File: config.mk
export PLATFORM = sky130hd
export DESIGN_NAME = sram_req_arbiter
export DESIGN_NICKNAME = d
export VERILOG_FILES = /design/src/rtl/sram_req_arbiter_pkg.sv /design/src/rtl/sram_arb_id_fifo.sv /design/src/rtl/sram_req_arbiter.sv
export SDC_FILE = /design/constraint.sdc
export NUM_CORES = 1
export LEC_CHECK = 0
export CORE_AREA = 3 3 122 124
export CTS_CLUSTER_SIZE = 14
export DETAILED_ROUTE_END_ITERATION = 6
export DIE_AREA = 0 0 125 127
export MAX_ROUTING_LAYER = met4
export PLACE_DENSITY = 0.68
export SYNTH_ARGS = -nofsm -noshare
export SYNTH_HDL_FRONTEND = slang
export SYNTH_HIERARCHICAL = 1
export SYNTH_SLANG_ARGS = --single-unit
File: constraint.sdc
create_clock -name aclk -period 4.2 [get_ports aclk]
set_clock_uncertainty 0.05 [all_clocks]
set_input_delay 1.05 -clock aclk [delete_from_list [all_inputs] [get_ports aclk]]
set_output_delay 1.05 -clock aclk [all_outputs]
set_load 0.03 [all_outputs]
File: src/rtl/sram_req_arbiter_pkg.sv
// rtl/sram_req_arbiter_pkg.sv - FSM encodings and master ids shared by the sram request arbiter
package sram_req_arbiter_pkg;

  typedef enum logic [2:0] {
    ARB_IDLE   = 3'b001,
    ARB_GRANT0 = 3'b010,
    ARB_GRANT1 = 3'b100
  } arb_state_e;

  localparam logic ARB_ID_M0 = 1'b0;
  localparam logic ARB_ID_M1 = 1'b1;

endpackage

File: src/rtl/sram_arb_id_fifo.sv
// rtl/sram_arb_id_fifo.sv - 1-bit outstanding master-id FIFO, responses popped in issue order
module sram_arb_id_fifo
  import sram_req_arbiter_pkg::*;
#(
  parameter int DEPTH = 4,
  parameter int AW    = 2
) (
  input  logic aclk,
  input  logic aresetn,
  input  logic push_i,
  input  logic push_id_i,
  input  logic pop_i,
  output logic full_o,
  output logic empty_o,
  output logic head_o
);

  localparam logic [AW:0] FULL_CNT = DEPTH[AW:0];

  logic [DEPTH-1:0] mem_q;
  logic [AW-1:0]    wr_ptr_q;
  logic [AW-1:0]    rd_ptr_q;
  logic [AW:0]      cnt_q;
  logic             do_push;
  logic             do_pop;

  assign full_o  = (cnt_q == FULL_CNT);
  assign empty_o = (cnt_q == '0);
  assign do_push = push_i & ~full_o;
  assign do_pop  = pop_i & ~empty_o;
  assign head_o  = mem_q[rd_ptr_q];

  always_ff @(posedge aclk) begin
    if (!aresetn) begin
      mem_q    <= '0;
      wr_ptr_q <= '0;
      rd_ptr_q <= '0;
      cnt_q    <= '0;
    end else begin
      if (do_push) begin
        mem_q[wr_ptr_q] <= push_id_i;
        wr_ptr_q        <= wr_ptr_q + 1'b1;
      end
      if (do_pop) begin
        rd_ptr_q <= rd_ptr_q + 1'b1;
      end
      case ({do_push, do_pop})
        2'b10:   cnt_q <= cnt_q + 1'b1;
        2'b01:   cnt_q <= cnt_q - 1'b1;
        default: cnt_q <= cnt_q;
      endcase
    end
  end

endmodule

File: src/rtl/sram_req_arbiter.sv
// rtl/sram_req_arbiter.sv - two-master sram-like request arbiter with in-order response routing
// SRAM_ARB_RR_EN selects round-robin conflict resolution; default is fixed priority to m1.
module sram_req_arbiter
  import sram_req_arbiter_pkg::*;
#(
  parameter int OT_DEPTH = 4,
  parameter int OT_AW    = 2
) (
  input  logic        aclk,
  input  logic        aresetn,
  input  logic        m0_req,
  input  logic        m0_wr,
  input  logic [1:0]  m0_size,
  input  logic [31:0] m0_addr,
  input  logic [3:0]  m0_wstrb,
  input  logic [31:0] m0_wdata,
  output logic        m0_addr_ok,
  output logic        m0_data_ok,
  output logic [31:0] m0_rdata,
  input  logic        m1_req,
  input  logic        m1_wr,
  input  logic [1:0]  m1_size,
  input  logic [31:0] m1_addr,
  input  logic [3:0]  m1_wstrb,
  input  logic [31:0] m1_wdata,
  output logic        m1_addr_ok,
  output logic        m1_data_ok,
  output logic [31:0] m1_rdata,
  output logic        s_req,
  output logic        s_wr,
  output logic [1:0]  s_size,
  output logic [31:0] s_addr,
  output logic [3:0]  s_wstrb,
  output logic [31:0] s_wdata,
  input  logic        s_addr_ok,
  input  logic        s_data_ok,
  input  logic [31:0] s_rdata,
  output logic        ot_full
);

  arb_state_e state_q, state_d;
  logic       winner;
  logic       sel;
  logic       want;
  logic       accept;
  logic       pop;
  logic       fifo_empty;
  logic       head;

`ifdef SRAM_ARB_RR_EN
  logic last_grant_q;

  always_comb begin
    winner = m1_req ? ARB_ID_M1 : ARB_ID_M0;
    if (m0_req && m1_req) winner = ~last_grant_q;
  end

  always_ff @(posedge aclk) begin
    if (!aresetn)    last_grant_q <= ARB_ID_M1;
    else if (accept) last_grant_q <= sel;
  end
`else
  always_comb begin
    winner = m1_req ? ARB_ID_M1 : ARB_ID_M0;
  end
`endif

  // Once a master was offered and not accepted, the mux stays on it until accept or drop.
  always_comb begin
    sel  = winner;
    want = m0_req | m1_req;
    case (state_q)
      ARB_GRANT0: begin sel = ARB_ID_M0; want = m0_req; end
      ARB_GRANT1: begin sel = ARB_ID_M1; want = m1_req; end
      default:    ;
    endcase
  end

  always_comb begin
    state_d = state_q;
    case (state_q)
      ARB_IDLE:   if (s_req && !s_addr_ok) state_d = sel ? ARB_GRANT1 : ARB_GRANT0;
      ARB_GRANT0: if (!m0_req || accept)   state_d = ARB_IDLE;
      ARB_GRANT1: if (!m1_req || accept)   state_d = ARB_IDLE;
      default:    state_d = ARB_IDLE;
    endcase
  end

  always_ff @(posedge aclk) begin
    if (!aresetn) state_q <= ARB_IDLE;
    else          state_q <= state_d;
  end

  assign s_req   = want & ~ot_full;
  assign accept  = s_req & s_addr_ok;
  assign s_wr    = s_req & (sel ? m1_wr : m0_wr);
  assign s_size  = s_req ? (sel ? m1_size  : m0_size)  : 2'b00;
  assign s_addr  = s_req ? (sel ? m1_addr  : m0_addr)  : 32'h0;
  assign s_wstrb = s_req ? (sel ? m1_wstrb : m0_wstrb) : 4'h0;
  assign s_wdata = s_req ? (sel ? m1_wdata : m0_wdata) : 32'h0;

  assign m0_addr_ok = accept & (sel == ARB_ID_M0);
  assign m1_addr_ok = accept & (sel == ARB_ID_M1);

  // Responses with nothing outstanding are dropped rather than routed.
  assign pop        = s_data_ok & ~fifo_empty;
  assign m0_data_ok = pop & (head == ARB_ID_M0);
  assign m1_data_ok = pop & (head == ARB_ID_M1);
  assign m0_rdata   = m0_data_ok ? s_rdata : 32'h0;
  assign m1_rdata   = m1_data_ok ? s_rdata : 32'h0;

  sram_arb_id_fifo #(
    .DEPTH (OT_DEPTH),
    .AW    (OT_AW)
  ) u_id_fifo (
    .aclk      (aclk),
    .aresetn   (aresetn),
    .push_i    (accept),
    .push_id_i (sel),
    .pop_i     (pop),
    .full_o    (ot_full),
    .empty_o   (fifo_empty),
    .head_o    (head)
  );

endmodule

==> impl_metrics.py, run 1 <==
metrics = {
    "floorplanning": {
        "fp-row-count": 43,
        "start_util_pct": 29.3,
        "die-area_um2": 15900,
        "core_um2": 13900,
        "ios": 321,
        "die_h_um": 127,
        "chipWidth_um": 125,
    },
    "power": {
        "vdd_drop_max_mv": 0.109,
        "power_density_nw_per_um2": 217,
        "leakage_nw": 2.84,
    },
    "detailed_routing": {
        "via_per_inst": 5.74,
        "drt-pass1-iter-count": 4,
        "routed_wl_um": 19200,
        "ant_nets": 0,
        "wl_per_cell_um": 19.6,
        "num_vias": 5622,
        "drt_iter0_drc": 333,
        "remaining_drc_errors": 0,
    },
    "placed_design": {
        "dp_hpwl_um": 14300,
        "numPortBuffers": 320,
        "dpl-instance-area_um2": 7240,
        "gp_congestion": 0.913,
        "placed_cells": 973,
    },
    "synthesis": {
        "synth_edf_count": 0,
        "synthFlopType": "dfxtp_1",
        "synth_top_area_share_pct": 22.1,
        "synth_cells": 525,
        "synth_seq_cells": 14,
        "yosys.area.top_type": "a221oi_2",
        "ys_async_sr_fraction_pct": 0,
        "synth_nets": 711,
        "yosysWarningCount": 6,
        "synth_cell_types": 48,
        "seq_area_frac_synth_pct": 6.89,
        "synth.area.top_cells": "a221oi_2 (22%), a211oi_1 (13%), nor2b_1 (11%)",
        "synth.avg_cell_area_um2": 7.75,
        "syn_area_um2": 4070,
    },
    "sta": {
        "period_share_pct": 98.8,
        "whs_ps": 446,
        "setup_violations": 0,
        "finalMaxSlewViolations": 0,
        "worst_pin_slew_ps": 1230,
        "rsz0062_at_grt": "no",
        "max_freq_ghz": 0.241,
        "finalHoldViolCount": 0,
        "slew_headroom_pct": 18.0,
        "fin_setup_tns_ps": 0,
        "fin_crit_ps": 4150,
    },
    "clock_network": {
        "clk_latency_ps": 240,
        "cts_tree": "done",
        "htreeDepth": 1,
        "cts_made_buffers": 3,
        "clockBufferDepth": 2,
        "clock_sinks": 14,
        "cts-root-buf": "clkbuf_16",
        "clkTransAtPathRegs_ps": 40,
    },
    "worst_setup_path": {
        "start_kind": "input port",
        "reg2reg_depth": 12,
        "end_kind": "output pin",
        "worstPathArrival_ps": 3050,
        "cp.required_ps": 3100,
        "cp_max_fo": 17,
        "startpoint": "m0_req",
        "crit_type": "in -> out",
        "reg2reg_from": "state_q[0]",
    },
    "worst_hold_path": {
        "holdPathStages": 2,
        "hold_class": "reg -> reg",
        "hp-start": "u_id_fifo/mem_q[0]",
    },
    "final_layout": {
        "diodes": 0,
        "fin_area_um2": 7360,
        "final_cells": 979,
        "nets": 986,
        "syn2layout_area_growth_pct": 80.9,
        "drive_gt1_share_pct": 29.9,
    },
    "global_route": {
        "grt_pass1_vias": 5524,
        "grt_use_total_pct": 22.2,
        "antenna_found_initial": 0,
        "grt_max_degree": 143,
        "grt_pass1_wl_um": 29000,
        "grt_overflow": 0,
    },
    "outcome": {
        "status": "complete, no violations",
    },
    "run": {
        "drv_cap": 0,
    },
}
worst max-delay path, cell delays in order:
cell	delay, ps
clkdlybuf4s50_1	540
nor2_1	80
or4_4	550
buf_16	190
buf_4	180
a221oi_2	220
buf_4	220
kinds of logic (layout without fill, tap and decap cells):
logic type	Yosys count	count (layout)	share of synthesized area, %
multiplexers	3	3	1.05
adder cells (fa/ha/maj)	6	6	2.03
AO/OA/AOI/OAI	233	233	52.0
XOR/XNOR	2	2	0.430
AND/OR/NAND/NOR	183	183	28.3
flip-flops	14	14	6.89
buffers and inverters	84	358	9.41
flip-flops by register name (all words and copies together), names as in the netlist:
name and flops:
u_id_fifo/mem_q 4, state_q 3, u_id_fifo/cnt_q 3, u_id_fifo/rd_ptr_q 2, u_id_fifo/wr_ptr_q 2
stage by stage:
step	utilization (%)	worst slack [ps]	power (mW)
2_1_floorplan	-	390	0.864
6_report	53.1	52.3	1.60
3_3_place_gp	52.1	142	1.37
3_5_place_dp	52.1	50.5	1.39
5_1_grt	53.1	25.9	1.68
4_1_cts	52.8	34.1	1.59
final timing paths:
path	end	slack, ps
hold reg to reg	u_id_fifo/mem_q[0]	450
setup reg to reg	u_id_fifo/cnt_q[2]	1020
setup / recovery	s_wstrb[2]	50
hold / removal	u_id_fifo/mem_q[0]	450
power breakdown:
| group | leakage [nW] | switching [mW] | internal [mW] |
|---|---|---|---|
| clock | 0.0442 | 0.0551 | 0.144 |
| sequential | 0.114 | 0.0199 | 0.146 |
| combinational | 2.69 | 0.670 | 0.560 |
per-layer routing:
layer	track usage, %	up-vias	part of all wire (%)	routed length (um)
met2	40.5	271	50	9640
met1	25.0	2653	40	7670
met3	3.93	35	6.9	1320
met4	6.51	0	2.8	535
li1	-	2663	-	-
met5	-	-	0	0
synth_stat cells, drive strengths merged (5+ instances only):
master / number
nor2b: 75
a211oi: 72
a221oi: 71
o22ai: 71
clkbuf: 52
and2: 35
and3: 33
buf: 22
dfxtp: 14
nand2: 13
inv: 10
ha: 5
nand2b: 5
nor2: 5
final cells by class:
class                           instances  area (um2)
Fill cell                            1305        6520
Multi-Input combinational cell        427        3410
Timing Repair Buffer                  344        3320
Sequential cell                        14         280
Tap cell                              180         225
Clock buffer                            4        88.8
Inverter                               10        40.0
what timing repair did:
action | in CTS | in global routing
gates resized for setup | 0 | 1
buffers inserted | 0 | 1
hold buffers | 0 | 0
endpoints found under the setup margin | 0 | 2
layout by cell type (no fill, tap or decap), types with 14 or more instances in the layout:
master	instances
buf_12	20
nor2b_1	74
a211oi_1	72
and3_1	33
and2_1	35
a221oi_2	60
dfxtp_1	14
o22ai_1	71
buf_4	143
clkdlybuf4s50_1	179
Power figures use the tool's default switching activity.
==> run 2: changes to the inputs <==
--- a/config.mk
+++ b/config.mk
@@ -6,6 +6,7 @@
 export NUM_CORES = 1
 export LEC_CHECK = 0
 export CORE_AREA = 3 3 122 124
+export CTS_CLUSTER_DIAMETER = 200
 export CTS_CLUSTER_SIZE = 14
 export DETAILED_ROUTE_END_ITERATION = 6
 export DIE_AREA = 0 0 125 127
==> results of run 2 <==
Same layout as run 1: the final DEF is identical, and so are final timing and power.
==> run 3: changes to the inputs <==
--- a/config.mk
+++ b/config.mk
@@ -5,13 +5,13 @@
 export SDC_FILE = /design/constraint.sdc
 export NUM_CORES = 1
 export LEC_CHECK = 0
-export CORE_AREA = 3 3 122 124
+export CORE_AREA = 2 2 125 127
 export CTS_CLUSTER_DIAMETER = 200
 export CTS_CLUSTER_SIZE = 14
 export DETAILED_ROUTE_END_ITERATION = 6
-export DIE_AREA = 0 0 125 127
+export DIE_AREA = 0 0 127 129
 export MAX_ROUTING_LAYER = met4
-export PLACE_DENSITY = 0.68
+export PLACE_DENSITY = 0.64
 export SYNTH_ARGS = -nofsm -noshare
 export SYNTH_HDL_FRONTEND = slang
 export SYNTH_HIERARCHICAL = 1
==> run 3 against run 2 <==
Compared with the run above: combinational power hardly changed; clock-buffer cell count stayed put; final cell count is 0.61% higher; largest cell class unchanged; largest power group unchanged.
==> impl_metrics.py, run 3 (synthesis results as in run 1) <==
metrics = {
    "worst_setup_path": {
        "slowest_stage": "or4_4",
        "endpoint": "s_wdata[23]",
        "cp_max_fo": 32,
        "reg2reg_depth": 13,
        "worstPathArrival_ps": 3050,
        "r2r_slack_ps": 950,
        "cp.required_ps": 3100,
        "r2r-end": "u_id_fifo/cnt_q[2]",
        "start_kind": "input port",
        "startpoint": "m0_req",
        "end_kind": "output pin",
        "cp_slowest_stage_delay_ps": 570,
        "reg2reg_from": "state_q[0]",
        "crit_type": "in -> out",
        "path_cells": "clkdlybuf4s50_1, nor2_1, or4_4, buf_12, a221oi_1, buf_4",
    },
    "placed_design": {
        "dp_hpwl_um": 14400,
        "placed_cells": 978,
        "numPortBuffers": 320,
        "gp_congestion": 0.967,
    },
    "final_layout": {
        "final_cells": 985,
        "final_core_util_pct": 49.4,
        "regMostFlops": "u_id_fifo/mem_q",
        "syn2layout_area_growth_pct": 81.9,
        "largest_register_ffs": 4,
        "diodes": 0,
        "nets": 984,
        "final_cell_mix": "clkdlybuf4s50_1 (179), buf_4 (138), nor2b_1 (73)",
        "reg_top3": "u_id_fifo/mem_q: 4 flops, state_q: 3 flops, u_id_fifo/cnt_q: 3 flops",
        "layout_commonest_cell": "clkdlybuf4s50_1",
        "drive_gt1_share_pct": 30.0,
    },
    "outcome": {
        "status": "complete, no violations",
    },
    "sta": {
        "max_freq_ghz": 0.241,
        "setup_violations": 0,
        "worst_pin_slew_ps": 560,
        "finalMaxSlewViolations": 0,
        "finalHoldViolCount": 0,
        "slew_headroom_pct": 62.7,
        "period_share_pct": 98.7,
        "fin_crit_ps": 4150,
    },
    "power": {
        "switching_share_pct": 46.5,
        "p_sw_mw": 0.745,
        "leakage_nw": 2.84,
        "power_density_nw_per_um2": 216,
        "clkPwrFrac_pct": 12.5,
        "power.share.sequential_pct": 10.3,
        "vdd_drop_max_mv": 0.108,
        "p_comb_share_pct": 77.2,
        "p_int_mw": 0.857,
        "finalPower_mw": 1.60,
    },
    "detailed_routing": {
        "route.met2.wl_um": 10200,
        "top_layer": "met4",
        "drt-pass1-iter-count": 4,
        "routed_wl_um": 19100,
        "drt_iter0_drc": 335,
        "met3RoutedLength_um": 1250,
        "ant_nets": 0,
        "num_vias": 5547,
        "remaining_drc_errors": 0,
        "via_per_inst": 5.63,
        "wl_met1_um": 7260,
        "wl_per_cell_um": 19.4,
    },
    "floorplanning": {
        "die_h_um": 129,
        "fp-row-count": 45,
        "start_util_pct": 27.2,
        "ios": 321,
        "chipWidth_um": 127,
        "die-area_um2": 16400,
        "core_um2": 15000,
    },
    "clock_network": {
        "cts-root-buf": "clkbuf_16",
        "cts_made_buffers": 3,
        "htreeDepth": 1,
        "clkTransAtPathRegs_ps": 50,
        "cts_tree": "done",
        "clock_sinks": 14,
        "clk_latency_ps": 240,
        "clockBufferDepth": 2,
        "cts_hold_buf": 0,
    },
    "global_route": {
        "grt_use_total_pct": 21.8,
        "grt_pass1_wl_um": 28300,
        "grt_max_degree": 85,
        "antenna_found_initial": 0,
        "grt_overflow": 0,
        "grt_pass1_vias": 5351,
    },
    "run": {
        "drv_cap": 0,
    },
    "worst_hold_path": {
        "hold_class": "reg -> reg",
    },
}
## run 3: changes by cell type in the layout (fill, tap and decap cells not counted)
cell       previous run  this run
a221oi_1             11        10
buf_12               20        25
buf_16                1         0
clkbuf_16             4         3
nor2b_1              74        73
a221oi_4              0         1
nor2b_2               1         2
buf_4               143       138
## run 3: worst min path at each step
stage / startpoint / to / slack [ps] / depth (start not counted)
6_report: u_id_fifo/rd_ptr_q[0] / u_id_fifo/rd_ptr_q[0] / 440 / 2
5_1_grt: u_id_fifo/rd_ptr_q[0] / u_id_fifo/rd_ptr_q[0] / 480 / 2
4_1_cts: u_id_fifo/rd_ptr_q[0] / u_id_fifo/rd_ptr_q[0] / 440 / 2
3_5_place_dp: u_id_fifo/rd_ptr_q[0] / u_id_fifo/rd_ptr_q[0] / 440 / 2
3_3_place_gp: u_id_fifo/rd_ptr_q[0] / u_id_fifo/rd_ptr_q[0] / 430 / 2
2_1_floorplan: u_id_fifo/rd_ptr_q[0] / u_id_fifo/rd_ptr_q[0] / 410 / 2
## run 3: what timing repair did
action	CTS	global route
gates resized for setup	0	2
buffers inserted	0	3
setup endpoints to repair	0	11
## run 3: power by group through the flow
stage	combinational (mW)	sequential, mW	clock [mW]
after floorplan	0.703	0.161	0
after global placement	1.21	0.167	0
after detailed placement	1.23	0.168	0
after CTS	1.23	0.166	0.203
after global routing	1.31	0.167	0.209
final	1.24	0.166	0.200
## run 3: stage by stage
| step | cell area, um2 | setup WS [ps] | hold WS (ps) | TNS, ps |
|---|---|---|---|---|
| 2_1_floorplan | 4070 | 390 | 405 | 0 |
| 3_3_place_gp | 7280 | 45.6 | 425 | 0 |
| 3_5_place_dp | 7280 | 15.5 | 437 | 0 |
| 4_1_cts | 7360 | 7.65 | 443 | 0 |
| 5_1_grt | 7400 | -2.60 | 480 | -2.60 |
| 6_report | 7400 | 53.6 | 444 | 0 |
## run 3: layout make-up
cell class | count | area, um2
Timing Repair Buffer | 342 | 3330
Inverter | 10 | 40.0
Tap cell | 188 | 235
Clock buffer | 4 | 88.8
Fill cell | 1399 | 7570
Multi-Input combinational cell | 427 | 3430
Sequential cell | 14 | 280
## run 3: routing by layer
metal / global-route usage (%) / vias to the layer above
li1: - / 2664
met1: 23.5 / 2606
met2: 42.7 / 251
met3: 2.83 / 26
met4: 4.46 / 0
met5: - / -
## run 3: critical path, delay by kind of cell
family | cells | cell delay [ps]
AO/OA/AOI/OAI | 1 | 340
AND/OR/NAND/NOR | 2 | 650
buffers and inverters | 3 | 990
